`src/rtl/memacc_pkg.sv`:
```
// rtl/memacc_pkg.sv - shared width codes, FSM state type and lane-mask helpers for memacc_hs
package memacc_pkg;

  // RISC-V load/store funct3 width codes
  localparam logic [2:0] F3_B  = 3'b000;
  localparam logic [2:0] F3_H  = 3'b001;
  localparam logic [2:0] F3_W  = 3'b010;
  localparam logic [2:0] F3_D  = 3'b011;
  localparam logic [2:0] F3_BU = 3'b100;
  localparam logic [2:0] F3_HU = 3'b101;
  localparam logic [2:0] F3_WU = 3'b110;

  typedef enum logic [0:0] {
    S_IDLE   = 1'b0,
    S_ACCESS = 1'b1
  } state_e;

  // Byte-enable mask for an access of the given width at byte offset off.
  // Computed for an 8-lane bus; narrower buses keep the low lanes, so a
  // misaligned access simply loses the lanes shifted past the top.
  function automatic logic [7:0] be_gen(input logic [2:0] width, input logic [2:0] off);
    logic [7:0] be;
    case (width[1:0])
      2'b00:   be = 8'h01 << off;
      2'b01:   be = 8'h03 << off;
      2'b10:   be = 8'h0F << off;
      default: be = 8'hFF;
    endcase
    return be;
  endfunction

  // True when the byte offset is not a multiple of the access size
  function automatic logic is_misaligned(input logic [2:0] width, input logic [2:0] off);
    logic mis;
    case (width[1:0])
      2'b00:   mis = 1'b0;
      2'b01:   mis = off[0];
      2'b10:   mis = |off[1:0];
      default: mis = |off;
    endcase
    return mis;
  endfunction

endpackage

```
`src/rtl/memacc_hs_if.sv`:
```
// rtl/memacc_hs_if.sv - data-memory req/ack bus between memacc_hs and the memory
interface memacc_hs_if #(
  parameter int XLEN = 32
);
  logic              dmem_req;
  logic              dmem_we;
  logic [XLEN-1:0]   dmem_addr;
  logic [XLEN/8-1:0] dmem_be;
  logic [XLEN-1:0]   dmem_wdata;
  logic [XLEN-1:0]   dmem_rdata;
  logic              dmem_ack;

  modport master (
    output dmem_req, dmem_we, dmem_addr, dmem_be, dmem_wdata,
    input  dmem_rdata, dmem_ack
  );

  modport slave (
    input  dmem_req, dmem_we, dmem_addr, dmem_be, dmem_wdata,
    output dmem_rdata, dmem_ack
  );
endinterface

```
`src/rtl/load_aligner.sv`:
```
// rtl/load_aligner.sv - shifts a read word down to its byte offset and sign/zero extends it
module load_aligner
  import memacc_pkg::*;
#(
  parameter  int XLEN  = 32,
  localparam int OFF_W = $clog2(XLEN / 8)
) (
  input  logic [XLEN-1:0]  rdata,
  input  logic [OFF_W-1:0] offset,
  input  logic [2:0]       width,
  output logic [XLEN-1:0]  result
);

  logic [XLEN-1:0] shifted;

  assign shifted = rdata >> {offset, 3'b000};

  // Extend the addressed field; D (and W on a 32-bit bus) is the shifted word itself
  always_comb begin
    result = shifted;
    case (width)
      F3_B:    result = XLEN'($signed(shifted[7:0]));
      F3_H:    result = XLEN'($signed(shifted[15:0]));
      F3_W:    result = XLEN'($signed(shifted[31:0]));
      F3_BU:   result = XLEN'(shifted[7:0]);
      F3_HU:   result = XLEN'(shifted[15:0]);
      F3_WU:   result = XLEN'(shifted[31:0]);
      default: result = shifted;
    endcase
  end

endmodule

```
`src/rtl/memacc_hs.sv`:
```
// rtl/memacc_hs.sv - memory-access stage with req/ack data memory; optional MEMACC_MISALIGN_TRAP_EN
module memacc_hs
  import memacc_pkg::*;
#(
  parameter int XLEN    = 32,
  parameter int RADDR_W = 5,
  parameter int RES_W   = 2
) (
  input  logic               clk,
  input  logic               rst_n,
  input  logic               in_valid,
  output logic               in_ready,
  input  logic [XLEN-1:0]    next_pc_in,
  input  logic               rd_write_enable_in,
  input  logic [RADDR_W-1:0] rd_write_addr_in,
  input  logic [RES_W-1:0]   res_src_in,
  input  logic [XLEN-1:0]    exec_data_in,
  input  logic               mem_read_in,
  input  logic               mem_write_enable,
  input  logic [XLEN-1:0]    mem_write_data,
  input  logic [2:0]         mem_width,
  memacc_hs_if.master        dmem,
  output logic               out_valid,
  output logic [XLEN-1:0]    exec_data_out,
  output logic [XLEN-1:0]    mem_data_out,
  output logic [XLEN-1:0]    next_pc_out,
  output logic               rd_write_enable_out,
  output logic [RADDR_W-1:0] rd_write_addr_out,
`ifdef MEMACC_MISALIGN_TRAP_EN
  output logic               misalign_trap,
  output logic [XLEN-1:0]    misalign_addr,
`endif
  output logic [RES_W-1:0]   res_src_out
);

  localparam int BE_W  = XLEN / 8;
  localparam int OFF_W = $clog2(BE_W);

  state_e state_q, state_d;

  logic [OFF_W-1:0] in_off;
  logic             is_mem;
  logic             hold_load;
  logic             wb_load;
  logic             wb_from_mem;
  logic             trap_d;

  // Holding registers for the access in flight
  logic [XLEN-1:0]    hold_addr_q;
  logic               hold_we_q;
  logic [BE_W-1:0]    hold_be_q;
  logic [XLEN-1:0]    hold_wdata_q;
  logic [OFF_W-1:0]   hold_off_q;
  logic [2:0]         hold_width_q;
  logic [XLEN-1:0]    hold_exec_q;
  logic [XLEN-1:0]    hold_pc_q;
  logic               hold_rd_we_q;
  logic [RADDR_W-1:0] hold_rd_addr_q;
  logic [RES_W-1:0]   hold_res_q;

  // Writeback registers
  logic               out_valid_q;
  logic [XLEN-1:0]    exec_data_q;
  logic [XLEN-1:0]    mem_data_q;
  logic [XLEN-1:0]    next_pc_q;
  logic               rd_we_q;
  logic [RADDR_W-1:0] rd_addr_q;
  logic [RES_W-1:0]   res_src_q;
  logic               trap_q;
  logic [XLEN-1:0]    trap_addr_q;

  logic [XLEN-1:0]    load_res;

  assign in_off = exec_data_in[OFF_W-1:0];
  assign is_mem = mem_read_in | mem_write_enable;

  // State register; reset abandons any request in flight
  always_ff @(posedge clk or negedge rst_n) begin
    if (!rst_n) state_q <= S_IDLE;
    else        state_q <= state_d;
  end

  // Next state and load strobes for the holding/writeback registers
  always_comb begin
    state_d     = state_q;
    hold_load   = 1'b0;
    wb_load     = 1'b0;
    wb_from_mem = 1'b0;
    trap_d      = 1'b0;
    case (state_q)
      S_IDLE: begin
        if (in_valid) begin
          if (is_mem) begin
`ifdef MEMACC_MISALIGN_TRAP_EN
            if (is_misaligned(mem_width, 3'(in_off))) begin
              wb_load = 1'b1;
              trap_d  = 1'b1;
            end else begin
              hold_load = 1'b1;
              state_d   = S_ACCESS;
            end
`else
            hold_load = 1'b1;
            state_d   = S_ACCESS;
`endif
          end else begin
            wb_load = 1'b1;
          end
        end
      end
      S_ACCESS: begin
        if (dmem.dmem_ack) begin
          wb_from_mem = 1'b1;
          state_d     = S_IDLE;
        end
      end
      default: state_d = S_IDLE;
    endcase
  end

  // Capture the memory op so the bus stays stable for the whole wait
  always_ff @(posedge clk or negedge rst_n) begin
    if (!rst_n) begin
      hold_addr_q    <= '0;
      hold_we_q      <= 1'b0;
      hold_be_q      <= '0;
      hold_wdata_q   <= '0;
      hold_off_q     <= '0;
      hold_width_q   <= '0;
      hold_exec_q    <= '0;
      hold_pc_q      <= '0;
      hold_rd_we_q   <= 1'b0;
      hold_rd_addr_q <= '0;
      hold_res_q     <= '0;
    end else if (hold_load) begin
      hold_addr_q    <= {exec_data_in[XLEN-1:OFF_W], {OFF_W{1'b0}}};
      hold_we_q      <= mem_write_enable;
      hold_be_q      <= BE_W'(be_gen(mem_width, 3'(in_off)));
      hold_wdata_q   <= mem_write_data << {in_off, 3'b000};
      hold_off_q     <= in_off;
      hold_width_q   <= mem_width;
      hold_exec_q    <= exec_data_in;
      hold_pc_q      <= next_pc_in;
      hold_rd_we_q   <= rd_write_enable_in;
      hold_rd_addr_q <= rd_write_addr_in;
      hold_res_q     <= res_src_in;
    end
  end

  load_aligner #(.XLEN(XLEN)) u_load_aligner (
    .rdata  (dmem.dmem_rdata),
    .offset (hold_off_q),
    .width  (hold_width_q),
    .result (load_res)
  );

  // Writeback registers: pulse out_valid, hold data across bubbles
  always_ff @(posedge clk or negedge rst_n) begin
    if (!rst_n) begin
      out_valid_q <= 1'b0;
      exec_data_q <= '0;
      mem_data_q  <= '0;
      next_pc_q   <= '0;
      rd_we_q     <= 1'b0;
      rd_addr_q   <= '0;
      res_src_q   <= '0;
      trap_q      <= 1'b0;
      trap_addr_q <= '0;
    end else begin
      out_valid_q <= wb_load | wb_from_mem;
      trap_q      <= trap_d;
      if (trap_d) trap_addr_q <= exec_data_in;
      if (wb_load) begin
        exec_data_q <= exec_data_in;
        mem_data_q  <= '0;
        next_pc_q   <= next_pc_in;
        rd_we_q     <= rd_write_enable_in & ~trap_d;
        rd_addr_q   <= rd_write_addr_in;
        res_src_q   <= res_src_in;
      end else if (wb_from_mem) begin
        exec_data_q <= hold_exec_q;
        mem_data_q  <= hold_we_q ? '0 : load_res;
        next_pc_q   <= hold_pc_q;
        rd_we_q     <= hold_rd_we_q;
        rd_addr_q   <= hold_rd_addr_q;
        res_src_q   <= hold_res_q;
      end
    end
  end

  assign in_ready            = (state_q == S_IDLE);
  assign dmem.dmem_req       = (state_q == S_ACCESS);
  assign dmem.dmem_we        = hold_we_q;
  assign dmem.dmem_addr      = hold_addr_q;
  assign dmem.dmem_be        = hold_be_q;
  assign dmem.dmem_wdata     = hold_wdata_q;

  assign out_valid           = out_valid_q;
  assign exec_data_out       = exec_data_q;
  assign mem_data_out        = mem_data_q;
  assign next_pc_out         = next_pc_q;
  assign rd_write_enable_out = rd_we_q & out_valid_q;
  assign rd_write_addr_out   = rd_addr_q;
  assign res_src_out         = res_src_q;

`ifdef MEMACC_MISALIGN_TRAP_EN
  assign misalign_trap = trap_q;
  assign misalign_addr = trap_addr_q;
`else
  logic unused_trap;
  assign unused_trap = trap_q | (|trap_addr_q);
`endif

endmodule

```
`src/flat_wrapper.sv`:
```
// flat-port wrapper written by rule: the top's interface ports become plain ports
module memacc_hs_flat import memacc_pkg::*;
#(
  parameter int XLEN    = 32,
  parameter int RADDR_W = 5,
  parameter int RES_W   = 2
)
  (clk, rst_n, in_valid, in_ready, next_pc_in, rd_write_enable_in, rd_write_addr_in, res_src_in, exec_data_in, mem_read_in, mem_write_enable, mem_write_data, mem_width, out_valid, exec_data_out, mem_data_out, next_pc_out, rd_write_enable_out, rd_write_addr_out, res_src_out, dmem_dmem_req, dmem_dmem_we, dmem_dmem_addr, dmem_dmem_be, dmem_dmem_wdata, dmem_dmem_rdata, dmem_dmem_ack);
  memacc_hs_if #(.XLEN(XLEN)) dmem_i ();
  input  logic clk;
  input  logic rst_n;
  input  logic in_valid;
  output logic in_ready;
  input  logic [XLEN-1:0] next_pc_in;
  input  logic rd_write_enable_in;
  input  logic [RADDR_W-1:0] rd_write_addr_in;
  input  logic [RES_W-1:0] res_src_in;
  input  logic [XLEN-1:0] exec_data_in;
  input  logic mem_read_in;
  input  logic mem_write_enable;
  input  logic [XLEN-1:0] mem_write_data;
  input  logic [2:0] mem_width;
  output logic out_valid;
  output logic [XLEN-1:0] exec_data_out;
  output logic [XLEN-1:0] mem_data_out;
  output logic [XLEN-1:0] next_pc_out;
  output logic rd_write_enable_out;
  output logic [RADDR_W-1:0] rd_write_addr_out;
  output logic [RES_W-1:0] res_src_out;
  output wire logic [$bits(dmem_i.dmem_req)-1:0] dmem_dmem_req;
  output wire logic [$bits(dmem_i.dmem_we)-1:0] dmem_dmem_we;
  output wire logic [$bits(dmem_i.dmem_addr)-1:0] dmem_dmem_addr;
  output wire logic [$bits(dmem_i.dmem_be)-1:0] dmem_dmem_be;
  output wire logic [$bits(dmem_i.dmem_wdata)-1:0] dmem_dmem_wdata;
  input wire logic [$bits(dmem_i.dmem_rdata)-1:0] dmem_dmem_rdata;
  input wire logic [$bits(dmem_i.dmem_ack)-1:0] dmem_dmem_ack;
  assign dmem_dmem_req = dmem_i.dmem_req;
  assign dmem_dmem_we = dmem_i.dmem_we;
  assign dmem_dmem_addr = dmem_i.dmem_addr;
  assign dmem_dmem_be = dmem_i.dmem_be;
  assign dmem_dmem_wdata = dmem_i.dmem_wdata;
  assign dmem_i.dmem_rdata = dmem_dmem_rdata;
  assign dmem_i.dmem_ack = dmem_dmem_ack;
  memacc_hs #(.XLEN(XLEN), .RADDR_W(RADDR_W), .RES_W(RES_W)) u_core (.clk(clk), .rst_n(rst_n), .in_valid(in_valid), .in_ready(in_ready), .next_pc_in(next_pc_in), .rd_write_enable_in(rd_write_enable_in), .rd_write_addr_in(rd_write_addr_in), .res_src_in(res_src_in), .exec_data_in(exec_data_in), .mem_read_in(mem_read_in), .mem_write_enable(mem_write_enable), .mem_write_data(mem_write_data), .mem_width(mem_width), .dmem(dmem_i), .out_valid(out_valid), .exec_data_out(exec_data_out), .mem_data_out(mem_data_out), .next_pc_out(next_pc_out), .rd_write_enable_out(rd_write_enable_out), .rd_write_addr_out(rd_write_addr_out), .res_src_out(res_src_out));
endmodule
```
`config.mk`:
```
export PLATFORM = sky130hd
export DESIGN_NAME = memacc_hs_flat
export DESIGN_NICKNAME = d
export VERILOG_FILES = /design/src/rtl/memacc_pkg.sv /design/src/rtl/memacc_hs_if.sv /design/src/rtl/load_aligner.sv /design/src/rtl/memacc_hs.sv /design/src/flat_wrapper.sv
export SDC_FILE = /design/constraint.sdc
export NUM_CORES = 1
export LEC_CHECK = 0
export ABC_AREA = 1
export CAP_MARGIN = 25
export CELL_PAD_IN_SITES_DETAIL_PLACEMENT = 1
export CELL_PAD_IN_SITES_GLOBAL_PLACEMENT = 1
export CORE_MARGIN = 5
export CORE_UTILIZATION = 34
export CTS_CLUSTER_DIAMETER = 200
export DETAILED_ROUTE_END_ITERATION = 8
export MAX_ROUTING_LAYER = met4
export PLACE_DENSITY_LB_ADDON = 0.1
export SKIP_LAST_GASP = 1
export SYNTH_ARGS = -nofsm -noshare
export SYNTH_HDL_FRONTEND = slang
export SYNTH_SLANG_ARGS = --single-unit
```
`constraint.sdc`:
```
create_clock -name clk -period 1.74 [get_ports clk]
set_clock_uncertainty 0.2 [all_clocks]
set_input_delay 0.261 -clock clk [delete_from_list [all_inputs] [get_ports clk]]
set_output_delay 0.261 -clock clk [all_outputs]
set_load 0.03 [all_outputs]
```
==> results.py, run 1 <==
metrics = {
    "timing": {
        "rsz0062_at_grt": "true",
        "min_period_ps": 1720,
        "setup_viol": 0,
        "fmax_mhz": 582,
        "fin_hold_ws_ps": 38.6,
        "fin_crit_sh": 0.987,
        "hold_viol_final": 0,
        "drv_slew": 0,
    },
    "die": {
        "dieArea_um2": 33700,
        "core-area_um2": 29700,
        "fp.dieW_um": 184,
        "io_pins": 321,
        "core.rowCount": 63,
        "initial_core_util": 0.345,
        "die_h_um": 184,
    },
    "grt": {
        "grt_pass1_wl_um": 52700,
        "grt_pass1_vias": 9625,
        "track_usage": 0.198,
        "grt_max_degree": 45,
        "overflow": 0,
        "antenna_found_initial": 3,
    },
    "placement": {
        "routabilityCongestion": 0.782,
        "dp_hpwl_um": 24200,
        "place_area_um2": 14000,
        "portBuffers": 318,
    },
    "power": {
        "power.total_uw": 20200,
        "p_comb_frac": 0.374,
        "leakagePower_uw": 0.00713,
        "ir_drop_v": 0.000739,
        "p_seq_frac": 0.354,
        "p_switching_uw": 7630,
        "p_per_area_nw_per_um2": 1340,
        "p_clk_frac": 0.272,
        "p_sw_frac": 0.377,
        "p_int_uw": 12600,
    },
    "critical_path": {
        "ff2ff_path_depth": 6,
        "cp-end-kind": "register",
        "crit_fanout": 10,
        "critical_path_class": "reg -> reg",
        "r2r-end": "u_core.dmem.dmem_wdata[14]",
        "critical_path.startpoint": "u_core.dmem.dmem_req",
        "r2r_slack_ps": 20,
        "arrival_ps": 1950,
        "crit_required_ps": 1970,
        "r2r_start": "u_core.dmem.dmem_req",
        "setup.worst_path.start_class": "register",
    },
    "final_layout": {
        "mostFrequentLayoutCells": "nand2_1, dfrtp_1, clkdlybuf4s50_1, clkdlybuf4s15_2, o211ai_1",
        "drive_gt1_frac": 0.220,
        "layout-area-overhead-vs-synth_pct": 47.3,
        "final_area_um2": 15100,
        "multiInputGateArea_um2": 3670,
        "seqCellArea_um2": 5460,
        "layout_commonest_cell": "nand2_1",
        "fillCellCount": 3408,
        "nets": 1646,
        "fin_util": 0.508,
    },
    "clock_network": {
        "cts.sinks": 218,
        "cts_buffer_depth": 3,
        "clkTransAtPathRegs_ps": 60,
        "numCtsBuffers": 25,
        "root_buffer": "clkbuf_16",
        "h-tree-depth": 1,
        "tritoncts": "yes",
        "insertion_delay_ps": 540,
    },
    "synthesis": {
        "synth_area_per_cell_um2": 8.69,
        "syn_area_um2": 10200,
        "syn_inst": 1179,
        "ys_types": 30,
        "ys_seq_area_frac": 0.533,
        "synth_warnings": 0,
        "synth_seq_cells": 218,
    },
    "route": {
        "first_iter_violations": 417,
        "route.met3.wl_um": 2700,
        "routed.top_layer": "met4",
        "via_per_inst": 4.80,
        "wl_met1_um": 14400,
        "drtPass1Iterations": 6,
        "via_count": 9153,
        "routed_wl_um": 34000,
        "ant_nets": 0,
        "wl_met2_um": 16200,
        "drc": 0,
        "wire_per_inst_um": 17.8,
    },
    "hold_path": {
        "hp-class": "in -> async",
    },
    "job": {
        "maxCapViolations": 0,
    },
    "run_status": {
        "run_status": "completed",
    },
}
==> synth_stat cells <==
master,number,area share
conb_1,1,0.00037
ha_1,2,0.0024
o221ai_1,2,0.0017
buf_2,21,0.010
nor2_8,3,0.0059
buf_6,11,0.012
nand2_1,441,0.16
o21ai_4,1,0.0016
a22o_1,5,0.0043
nand3_4,2,0.0034
or2_2,11,0.0067
nand3_1,36,0.018
dfrtp_1,218,0.53
nand2_2,6,0.0037
o21ai_2,3,0.0026
buf_8,7,0.010
inv_6,1,0.00086
clkbuf_1,23,0.0084
buf_4,40,0.029
o211ai_1,93,0.068
nand2_4,2,0.0022
buf_12,2,0.0039
inv_2,4,0.0015
a21oi_1,18,0.0088
inv_1,94,0.034
a31oi_1,6,0.0037
o21ai_1,28,0.014
nor2_4,3,0.0033
o21ai_0,82,0.040
nor2_1,13,0.0048
==> layer usage <==
layer  track usage  vias to the layer above
met2         0.321                      240
met5             -                        -
li1              -                     4421
met1         0.247                     4446
met3        0.0574                       46
met4        0.0414                        0
==> state kept, by name, indices dropped and copies added (netlist names) <==
name	cells
u_core.dmem.dmem_wdata	32
u_core.exec_data_out	32
u_core.hold_pc_q	32
u_core.mem_data_out	32
u_core.next_pc_out	32
u_core.hold_exec_q	31
u_core.hold_rd_addr_q	5
u_core.rd_write_addr_out	5
u_core.dmem.dmem_be	4
u_core.hold_width_q	3
u_core.hold_res_q	2
u_core.res_src_out	2
u_core.dmem.dmem_addr	1
u_core.dmem.dmem_req	1
u_core.dmem.dmem_we	1
u_core.hold_rd_we_q	1
u_core.out_valid	1
u_core.rd_we_q	1
==> what timing repair did <==
item | in CTS | in global routing
cloned | 0 | 5
endpoints found under the setup margin | 172 | 154
setup buffers | 2 | 1
resized for setup | 507 | 57
pin swaps | 0 | 2
hold buffers | 1 | 0
endpoints found under the hold margin | 218 | 0
==> worst max-delay path by stage <==
stage                                 end  slack, ps  cells past startpoint
2_1_floorplan  u_core.dmem.dmem_wdata[27]          8                      7
5_1_grt              u_core.hold_pc_q[26]        -40                      8
4_1_cts              u_core.hold_pc_q[27]        -30                      8
3_5_place_dp         u_core.hold_pc_q[26]       -270                      7
3_3_place_gp   u_core.dmem.dmem_wdata[15]       -230                      7
6_report       u_core.dmem.dmem_wdata[14]         20                      6
==> area by class of cell <==
type / count / area share
flip-flops and latches: 218 / 0.362
inverters: 99 / 0.0255
well taps: 390 / 0.0323
clock inverters: 9 / 0.00896
diodes: 3 / 0.000498
repair buffers: 395 / 0.280
clock buffers: 34 / 0.0477
multi-input cells: 760 / 0.244
==> cells by family after synthesis <==
group / after synthesis / synth area share
adders and majority gates: 2 / 0.00244
AOI/OAI and AO/OA: 238 / 0.144
other: 1 / 0.000366
DFF: 218 / 0.533
and+or+nand+nor: 517 / 0.209
buffers and inverters: 203 / 0.111
==> power by group through the flow <==
stage	clock network (uW)	registers [uW]	logic (uW)
6_report	5500	7170	7570
5_1_grt	5920	7350	8150
4_1_cts	5700	7180	7690
3_5_place_dp	0	7250	7950
3_3_place_gp	0	7220	7840
2_1_floorplan	0	8930	2740
==> critical path, stage by stage, from the launching register on <==
cell,delay (ps)
dfrtp_1,410
buf_6,130
nor2_4,140
o21ai_4,130
buf_12,170
buf_4,180
a22o_1,230
==> per-stage QoR <==
step,std cells,TNS [ps],worst slack (ps)
after floorplan,1180,0,7.81
after global placement,1853,-31770,-233
after CTS,1899,-54.8,-25.5
after global routing,1908,-299,-40.8
after detailed placement,1853,-36220,-271
final,1908,0,22.3
(Power assumes the default switching activity.)
==> inputs of run 2 (changes only) <==
- CAP_MARGIN: 25 -> 20
- SLEW_MARGIN: unset -> 20
==> results of run 2 <==
No change in the layout: final DEF, timing and power equal those of run 1.
